**src/rtl/mips_multicycle_control_unit.sv**
```systemverilog
// mips_multicycle_control_unit
// Moore control FSM for a multicycle MIPS datapath. It sequences FETCH/DECODE
// and the per-class execute, memory and writeback steps, and stalls in the
// memory states until MemReady.
//
// Parameters:
//   OPCODE_W  opcode width; only the low 6 bits are decoded, narrower values are zero-extended
//   ALUOP_W   ALUOp width, minimum 3; codes are zero-extended
//
// Ports:
//   clk          rising-edge clock
//   rst_n        synchronous active-low reset; strobes and Exception read 0 while it is low
//   Opcode       instruction opcode from IR
//   MemReady     1 = the memory access completes this cycle
//   PCWrite, PCWriteCond, IorD, MemRead, MemWrite, IRWrite,
//   MemtoReg, RegDst, RegWrite, ALUSrcA      datapath strobes and selects
//   ALUSrcB, PCSource                        2-bit mux selects
//   ALUOp        0 add, 1 sub, 2 R-type funct, 3 and, 4 or
//   State        current state encoding (debug)
//   Exception    illegal-opcode trap flag
//
// Build option:
//   ILLEGAL_TRAP_EN  if defined, an illegal opcode parks the FSM in TRAP with
//                    Exception=1 until reset. If it is not defined, an illegal
//                    opcode runs as a NOP back to FETCH.
module mips_multicycle_control_unit #(
    parameter int unsigned OPCODE_W = 6,
    parameter int unsigned ALUOP_W  = 3
) (
    input  logic                clk,
    input  logic                rst_n,
    input  logic [OPCODE_W-1:0] Opcode,
    input  logic                MemReady,
    output logic                PCWrite,
    output logic                PCWriteCond,
    output logic                IorD,
    output logic                MemRead,
    output logic                MemWrite,
    output logic                IRWrite,
    output logic                MemtoReg,
    output logic                RegDst,
    output logic                RegWrite,
    output logic                ALUSrcA,
    output logic [1:0]          ALUSrcB,
    output logic [1:0]          PCSource,
    output logic [ALUOP_W-1:0]  ALUOp,
    output logic [3:0]          State,
    output logic                Exception
);

    localparam int unsigned OP_W       = 6;
    localparam int unsigned ALU_CODE_W = 3;

    localparam logic [OP_W-1:0] OP_RTYPE = 6'b000000;
    localparam logic [OP_W-1:0] OP_LW    = 6'b100011;
    localparam logic [OP_W-1:0] OP_SW    = 6'b101011;
    localparam logic [OP_W-1:0] OP_BEQ   = 6'b000100;
    localparam logic [OP_W-1:0] OP_J     = 6'b000010;
    localparam logic [OP_W-1:0] OP_ANDI  = 6'b001100;
    localparam logic [OP_W-1:0] OP_ORI   = 6'b001101;
    localparam logic [OP_W-1:0] OP_ADDIU = 6'b001001;

    localparam logic [ALU_CODE_W-1:0] ALU_ADD   = 3'd0;
    localparam logic [ALU_CODE_W-1:0] ALU_SUB   = 3'd1;
    localparam logic [ALU_CODE_W-1:0] ALU_FUNCT = 3'd2;
    localparam logic [ALU_CODE_W-1:0] ALU_AND   = 3'd3;
    localparam logic [ALU_CODE_W-1:0] ALU_OR    = 3'd4;

    localparam logic [1:0] SRCB_REG  = 2'b00;
    localparam logic [1:0] SRCB_FOUR = 2'b01;
    localparam logic [1:0] SRCB_IMM  = 2'b10;
    localparam logic [1:0] SRCB_BOFS = 2'b11;

    localparam logic [1:0] PCSRC_ALU    = 2'b00;
    localparam logic [1:0] PCSRC_ALUOUT = 2'b01;
    localparam logic [1:0] PCSRC_JUMP   = 2'b10;

    typedef enum logic [3:0] {
        FETCH  = 4'd0,
        DECODE = 4'd1,
        MEMADR = 4'd2,
        MEMRD  = 4'd3,
        MEMWB  = 4'd4,
        MEMWR  = 4'd5,
        EXEC   = 4'd6,
        RWB    = 4'd7,
        BRANCH = 4'd8,
        JUMP   = 4'd9,
        IEXEC  = 4'd10,
        IWB    = 4'd11,
        TRAP   = 4'd12
    } state_t;

    state_t state;
    state_t state_nxt;

    logic [OP_W-1:0]       op;
    logic [ALU_CODE_W-1:0] alu_code;
    logic                  pc_write;
    logic                  pc_write_cond;
    logic                  i_or_d;
    logic                  mem_read;
    logic                  mem_write;
    logic                  ir_write;
    logic                  mem_to_reg;
    logic                  reg_dst;
    logic                  reg_write;
    logic                  alu_src_a;
    logic [1:0]            alu_src_b;
    logic [1:0]            pc_source;
    logic                  trap_flag;

    // Decode only the architectural 6-bit opcode field.
    assign op = OP_W'(Opcode);

    // State register with synchronous reset.
    always_ff @(posedge clk) begin
        if (!rst_n) begin
            state <= FETCH;
        end else begin
            state <= state_nxt;
        end
    end

    // Next-state and Moore output decode.
    always_comb begin
        state_nxt     = state;
        pc_write      = 1'b0;
        pc_write_cond = 1'b0;
        i_or_d        = 1'b0;
        mem_read      = 1'b0;
        mem_write     = 1'b0;
        ir_write      = 1'b0;
        mem_to_reg    = 1'b0;
        reg_dst       = 1'b0;
        reg_write     = 1'b0;
        alu_src_a     = 1'b0;
        alu_src_b     = SRCB_REG;
        pc_source     = PCSRC_ALU;
        alu_code      = ALU_ADD;
        trap_flag     = 1'b0;

        case (state)
            FETCH: begin
                mem_read  = 1'b1;
                alu_src_b = SRCB_FOUR;
                // Latch IR and bump PC only in the cycle the read returns.
                if (MemReady) begin
                    ir_write  = 1'b1;
                    pc_write  = 1'b1;
                    state_nxt = DECODE;
                end
            end

            DECODE: begin
                alu_src_b = SRCB_BOFS;
                case (op)
                    OP_RTYPE:                   state_nxt = EXEC;
                    OP_LW, OP_SW:               state_nxt = MEMADR;
                    OP_BEQ:                     state_nxt = BRANCH;
                    OP_J:                       state_nxt = JUMP;
                    OP_ANDI, OP_ORI, OP_ADDIU:  state_nxt = IEXEC;
                    default: begin
`ifdef ILLEGAL_TRAP_EN
                        state_nxt = TRAP;
`else
                        // PC was already incremented in FETCH, so this acts as a NOP.
                        state_nxt = FETCH;
`endif
                    end
                endcase
            end

            MEMADR: begin
                alu_src_a = 1'b1;
                alu_src_b = SRCB_IMM;
                // IR still holds the opcode, so lw and sw split here.
                if (op == OP_SW) begin
                    state_nxt = MEMWR;
                end else begin
                    state_nxt = MEMRD;
                end
            end

            MEMRD: begin
                mem_read = 1'b1;
                i_or_d   = 1'b1;
                if (MemReady) begin
                    state_nxt = MEMWB;
                end
            end

            MEMWB: begin
                reg_write  = 1'b1;
                mem_to_reg = 1'b1;
                state_nxt  = FETCH;
            end

            MEMWR: begin
                mem_write = 1'b1;
                i_or_d    = 1'b1;
                if (MemReady) begin
                    state_nxt = FETCH;
                end
            end

            EXEC: begin
                alu_src_a = 1'b1;
                alu_src_b = SRCB_REG;
                alu_code  = ALU_FUNCT;
                state_nxt = RWB;
            end

            RWB: begin
                reg_write = 1'b1;
                reg_dst   = 1'b1;
                state_nxt = FETCH;
            end

            BRANCH: begin
                alu_src_a     = 1'b1;
                alu_src_b     = SRCB_REG;
                alu_code      = ALU_SUB;
                pc_write_cond = 1'b1;
                pc_source     = PCSRC_ALUOUT;
                state_nxt     = FETCH;
            end

            JUMP: begin
                pc_write  = 1'b1;
                pc_source = PCSRC_JUMP;
                state_nxt = FETCH;
            end

            IEXEC: begin
                alu_src_a = 1'b1;
                alu_src_b = SRCB_IMM;
                if (op == OP_ANDI) begin
                    alu_code = ALU_AND;
                end else if (op == OP_ORI) begin
                    alu_code = ALU_OR;
                end else begin
                    alu_code = ALU_ADD;
                end
                state_nxt = IWB;
            end

            IWB: begin
                reg_write = 1'b1;
                state_nxt = FETCH;
            end

            TRAP: begin
`ifdef ILLEGAL_TRAP_EN
                // Parked until reset.
                trap_flag = 1'b1;
                state_nxt = TRAP;
`else
                state_nxt = FETCH;
`endif
            end

            // Unused encodings recover to FETCH.
            default: begin
                state_nxt = FETCH;
            end
        endcase
    end

    // Strobes are gated off combinationally while reset is held.
    assign PCWrite     = pc_write & rst_n;
    assign PCWriteCond = pc_write_cond & rst_n;
    assign MemRead     = mem_read & rst_n;
    assign MemWrite    = mem_write & rst_n;
    assign IRWrite     = ir_write & rst_n;
    assign RegWrite    = reg_write & rst_n;

    assign IorD        = i_or_d;
    assign MemtoReg    = mem_to_reg;
    assign RegDst      = reg_dst;
    assign ALUSrcA     = alu_src_a;
    assign ALUSrcB     = alu_src_b;
    assign PCSource    = pc_source;
    assign ALUOp       = ALUOP_W'(alu_code);
    assign State       = state;

`ifdef ILLEGAL_TRAP_EN
    assign Exception   = trap_flag & rst_n;
`else
    // TRAP is unreachable in this build.
    assign Exception   = 1'b0;
    logic unused_trap;
    assign unused_trap = trap_flag;
`endif

endmodule

```
**config.mk**
```make
export PLATFORM = sky130hd
export DESIGN_NAME = mips_multicycle_control_unit
export DESIGN_NICKNAME = d
export VERILOG_FILES = /design/src/rtl/mips_multicycle_control_unit.sv
export SDC_FILE = /design/constraint.sdc
export NUM_CORES = 1
export LEC_CHECK = 0
export BUFFER_PORTS_ARGS = -buffer_cell sky130_fd_sc_hd__buf_2
export CORE_MARGIN = 2
export CORE_UTILIZATION = 48
export CTS_CLUSTER_SIZE = 16
export DETAILED_ROUTE_END_ITERATION = 8
export HOLD_SLACK_MARGIN = 0.15
export PLACE_DENSITY = 0.94
export SYNTH_ARGS = -nofsm -noshare
export SYNTH_HDL_FRONTEND = slang
export SYNTH_SLANG_ARGS = --single-unit
```
**constraint.sdc**
```tcl
create_clock -name clk -period 4.4 [get_ports clk]
set_input_delay 0.22 -clock clk [delete_from_list [all_inputs] [get_ports clk]]
set_output_delay 0.22 -clock clk [all_outputs]
set_load 0.02 [all_outputs]
```
### After elaboration in Yosys (flattened, before gate mapping)

Cells that the tools add are included.

| cells by class | value |
|---|---|
| mux-type cells | 22 |
| equal/unequal tests | 21 |
| bitwise operators | 6 |
| reduce and logical (&&, ||, !) cells | 10 |

Operators with widths:

| kind | count |
|---|---|
| 4-bit case mux with 7 select lines | 1 |
| 4-bit case mux with 5 select lines | 1 |
| 6-bit by 4-bit == test with 1-bit output, second input constant | 3 |
| 4-bit by 3-bit == test with 1-bit output, second input constant | 4 |
| 4-bit == test, second input constant | 4 |
| 6-bit == test, second input constant | 2 |
| 4-bit two-way mux | 3 |
| 1-bit two-way mux | 10 |
| 3-bit two-way mux | 3 |
| 3-bit case mux with 3 select lines | 1 |
| 4-bit by 2-bit == test with 1-bit output, second input constant | 2 |
| 2-bit OR reduction | 4 |
| 1-bit bitwise AND | 6 |
| 6-bit by 2-bit == test with 1-bit output, second input constant | 1 |
| 6-bit by 3-bit == test with 1-bit output, second input constant | 1 |
| 6-bit zero test | 1 |
| 2-bit != test, second input constant | 3 |
| 2-bit case mux with 3 select lines | 1 |
| 3-bit OR reduction | 2 |
| 4-bit by 1-bit == test with 1-bit output, second input constant | 1 |
| 4-bit zero test | 1 |
| 2-bit case mux with 2 select lines | 1 |
| 4-bit OR reduction | 1 |
| 3-bit AND reduction | 1 |
| 1-bit case mux with 2 select lines | 1 |

| word-level totals | value |
|---|---|
| output and inout port bits | 22 |
| register bits | 4 |
| word-level logic and storage cells | 60 |
| input bits | 9 |

### Logic depth before layout (Yosys ltp)

| logic depth | value |
|---|---|
| word-level depth | 4 |
| depth in mapped cells | 6 |
| depth with buffers taken out | 4 |

### Worst setup path after synthesis

Ideal clock, no wire load.

| timing path | value |
|---|---|
| path type | flip-flop to output port |
| start | register state[3] (netlist: State[3]) |
| end | output IRWrite |
| required time | 4.180 ns |
| setup slack | 2.475 ns |
| buffers on the path | 1 |
| cell stages (with the launch flop) | 5 |
| data arrival time | 1.705 ns |
| path through | dfxtp_1 -> clkbuf_2 -> nor2_1 -> nand2_1 -> nor4b_1 |

| between the ends | value |
|---|---|
| word-level cells in the longest chain between the ends | 3 |

RTL lines:

| element | line | source |
|---|---|---|
| from (decl) | 94 | `state_t state;` |
| from (signal assigned) | 121 | `state <= state_nxt;` |
| 4-bit zero test | 143 | `case (state)` |
| 1-bit two-way mux | 143 |  |
| 1-bit bitwise AND | 275 | `assign IRWrite = ir_write & rst_n;` |
| to (decl) | 39 | `output logic IRWrite,` |

No other way between the ends.

### Worst setup path in the final report

| timing path | value |
|---|---|
| start | register state[1] (netlist: State[1]) |
| end | output ALUOp[0] |

| between the ends | value |
|---|---|
| word-level cells in the longest chain between the ends | 2 |
| elaborated cells between the ends (all ways) | 4 |
| those cells by class | eq/ne: 3; mux: 1 |

RTL lines:

| element | line | source |
|---|---|---|
| 4-bit == test / 4-bit by 3-bit == test with 1-bit output (equally long branches) | 143 |  |
| 3-bit case mux with 3 select lines * | 143 |  |
| to (decl) | 46 | `output logic [ALUOP_W-1:0] ALUOp,` |

Every way passes the cells marked *; elsewhere a longest branch is shown, timed or not.

==> impl_metrics.toml <==
[route]
ant_nets = 0
drc = 0
vias = 806
totalWireLength_um = 1807
drt_first_iter_violations = 23
wl_per_cell_um = 14.01
drt-vias-per-instance = 6.248
first_pass_iters = 5

[die]
fp.dieH_um = 40.64
ioPinCount = 31
core-area_um2 = 1285
die_x_um = 40.64
placementRows = 13
initial_utilization_pct = 50.15
dieArea_um2 = 1652

[final_layout]
layout.cells.non_filler = 129
nets = 125
finish.instance_area_um2 = 780.7
fill_cells = 117
post-route-util_pct = 60.76
area_growth_pct = 21.17
drive_above_1_share_pct = 33.33
largest_reg_flops = 4
antenna-diode-count = 0

[pwr]
swShare_pct = 38.82
seqPwrFrac_pct = 31.6
pwr-share-clk_pct = 32.5
intPower_uw = 89.20
power.density_nw_per_um2 = 186.7
ir_worst_vdd_mv = 0.07481
p_total_uw = 145.8
cellLeakagePower_nw = 0.3645
p_comb_share_pct = 35.9
p_switching_uw = 56.60

[yosys]
ys_warn_count = 0
syn_inst = 92
synth_edf_count = 0
ys_top_cells_by_count = "9 x nor2_1, 8 x a21oi_1, 7 x nand2b_1, 5 x nor3_1"
synth-async-reset-ratio_pct = 0
netlist.area_leader.share_pct = 12.43
ys_seq_area_share_pct = 12.43
ys_ff_latch = 4
syn_nets = 101
yosysTopAreaCell = "dfxtp_1"
ys.flop_type = "dfxtp_1"
syn_area_um2 = 644.4
yosysMostFrequentCell = "nor2_1"
ys_top_cells_by_area = "dfxtp_1 12%, nand2b_1 6.8%, a21oi_1 6.2%"
syn_area_per_cell_um2 = 7.004
yosys.cell_types.count = 43

[worst_setup_path]
startpoint_type = "flip-flop"
worstPathArrival_ps = 2260
crit_fanout = 17
critPathKind = "reg -> out"
required_ps = 4180
end_kind = "output pin"
r2r_cells = 4

[clock_tree]
cts_buffer_depth = 2
clk_latency_ps = 240
hold_buffers = 0
cts_resized = 0
cts_max_level = 1
cts_buffers = 3
cts_sinks = 4
cts_tree = "built"
clkTransAtPathRegs_ps = 40
clock-root-buffer = "clkbuf_4"
postCtsSetupBuffers = 0

[worst_hold_path]
min_path_cells = 2
hold_class = "in -> reg"

[placement]
dp_slack_ps = 2205
dp_hpwl_um = 1324
numPortBuffers = 29
place.gp.congestion = 0.9043
numPlacedInstances = 126
postPlaceCellArea_um2 = 758.2

[global_routing]
grt_pass1_vias = 637
grt_pass1_wl_um = 2753
antenna_found_initial = 0
grt_max_degree = 23
grt.busiest_layer = "met2"
gr-usage-met3_pct = 1.630
met2_usage_pct = 38.49
overflow = 0
track_usage_pct = 24.35
met1_usage_pct = 33.44

[timing]
hold_ws_ps = 238.4
finClkSkew_ps = 1.330
min_period_ps = 2483
slew_headroom_pct = 56.50
rsz0062_at_grt = "no"
setup_viol = 0
finalHoldViolCount = 0
tightest_slew_ps = 651.6
fin_setup_tns_ps = 0
layout_setup_ws_ps = 1917
fmax_mhz = 402.7
fin_crit_sh_pct = 56.44
final_max_slew_viol_count = 0

[job]
maxCapViolCount = 0

[status]
status = "finished, final reports clean"
==> path summary, 6_finish.rpt <==
path	start	end	slack, ps
worst max-delay path	State[1]$_SDFFE_PN0P_	ALUOp[0]	1920
worst min-delay path	Opcode[4]	State[1]$_SDFFE_PN0P_	240
worst max register to register	State[0]$_SDFFE_PN0P_	State[2]$_SDFFE_PN0P_	2600
worst min register to register	State[1]$_SDFFE_PN0P_	State[1]$_SDFFE_PN0P_	800
==> power groups by stage <==
stage / clock (mW) / sequential, mW / combinational (mW)
after floorplan: 0 / 0.0414 / 0.0396
after global placement: 0 / 0.0459 / 0.0507
final: 0.0474 / 0.0460 / 0.0524
after global routing: 0.0506 / 0.0468 / 0.0573
after detailed placement: 0 / 0.0464 / 0.0516
after CTS: 0.0475 / 0.0458 / 0.0521
==> logic make-up (layout without fill, tap and decap cells) <==
kind of cell	count (synthesis)	in the layout	synth area share (%)
compound gates	26	26	29.71
xor+xnor	1	1	1.359
fa+ha+maj	1	1	1.553
buf+inv	14	36	10.09
flops	4	4	12.43
other cells	1	1	0.5820
simple gates	45	45	44.27
==> layout make-up <==
cell class | count | area, um^2 | share of cell area (%)
clock buffers | 3 | 22.52 | 2.885
inverters | 4 | 15.01 | 1.923
repair buffers | 29 | 145.1 | 18.59
flip-flops and latches | 4 | 80.08 | 10.26
well taps | 15 | 18.77 | 2.404
multi-input cells | 74 | 499.2 | 63.94
==> critical path, cell delays in order (launching register included) <==
cell	delay (ps)
dfxtp_1	690
nand2b_1	310
or4_1	570
nand3b_4	190
o31ai_2	60
buf_2	200
==> layout by cell type (no fill, tap or decap), types with 3 or more instances in the layout <==
master    count
nand2_1       4
clkbuf_4      3
nor2_1        9
buf_2        29
dfxtp_1       4
inv_1         4
a21oi_1       8
nand2b_1      7
o21ai_0       3
nor3_1        5
nor4b_1       3
==> metal layers <==
metal  share of wire [%]  up-vias
li1                    -      386
met2                  51       36
met1                  42      384
met4                   0        0
met3                 7.4        0
met5                   0        -
Note: power is estimated with default switching activity, not from simulation.
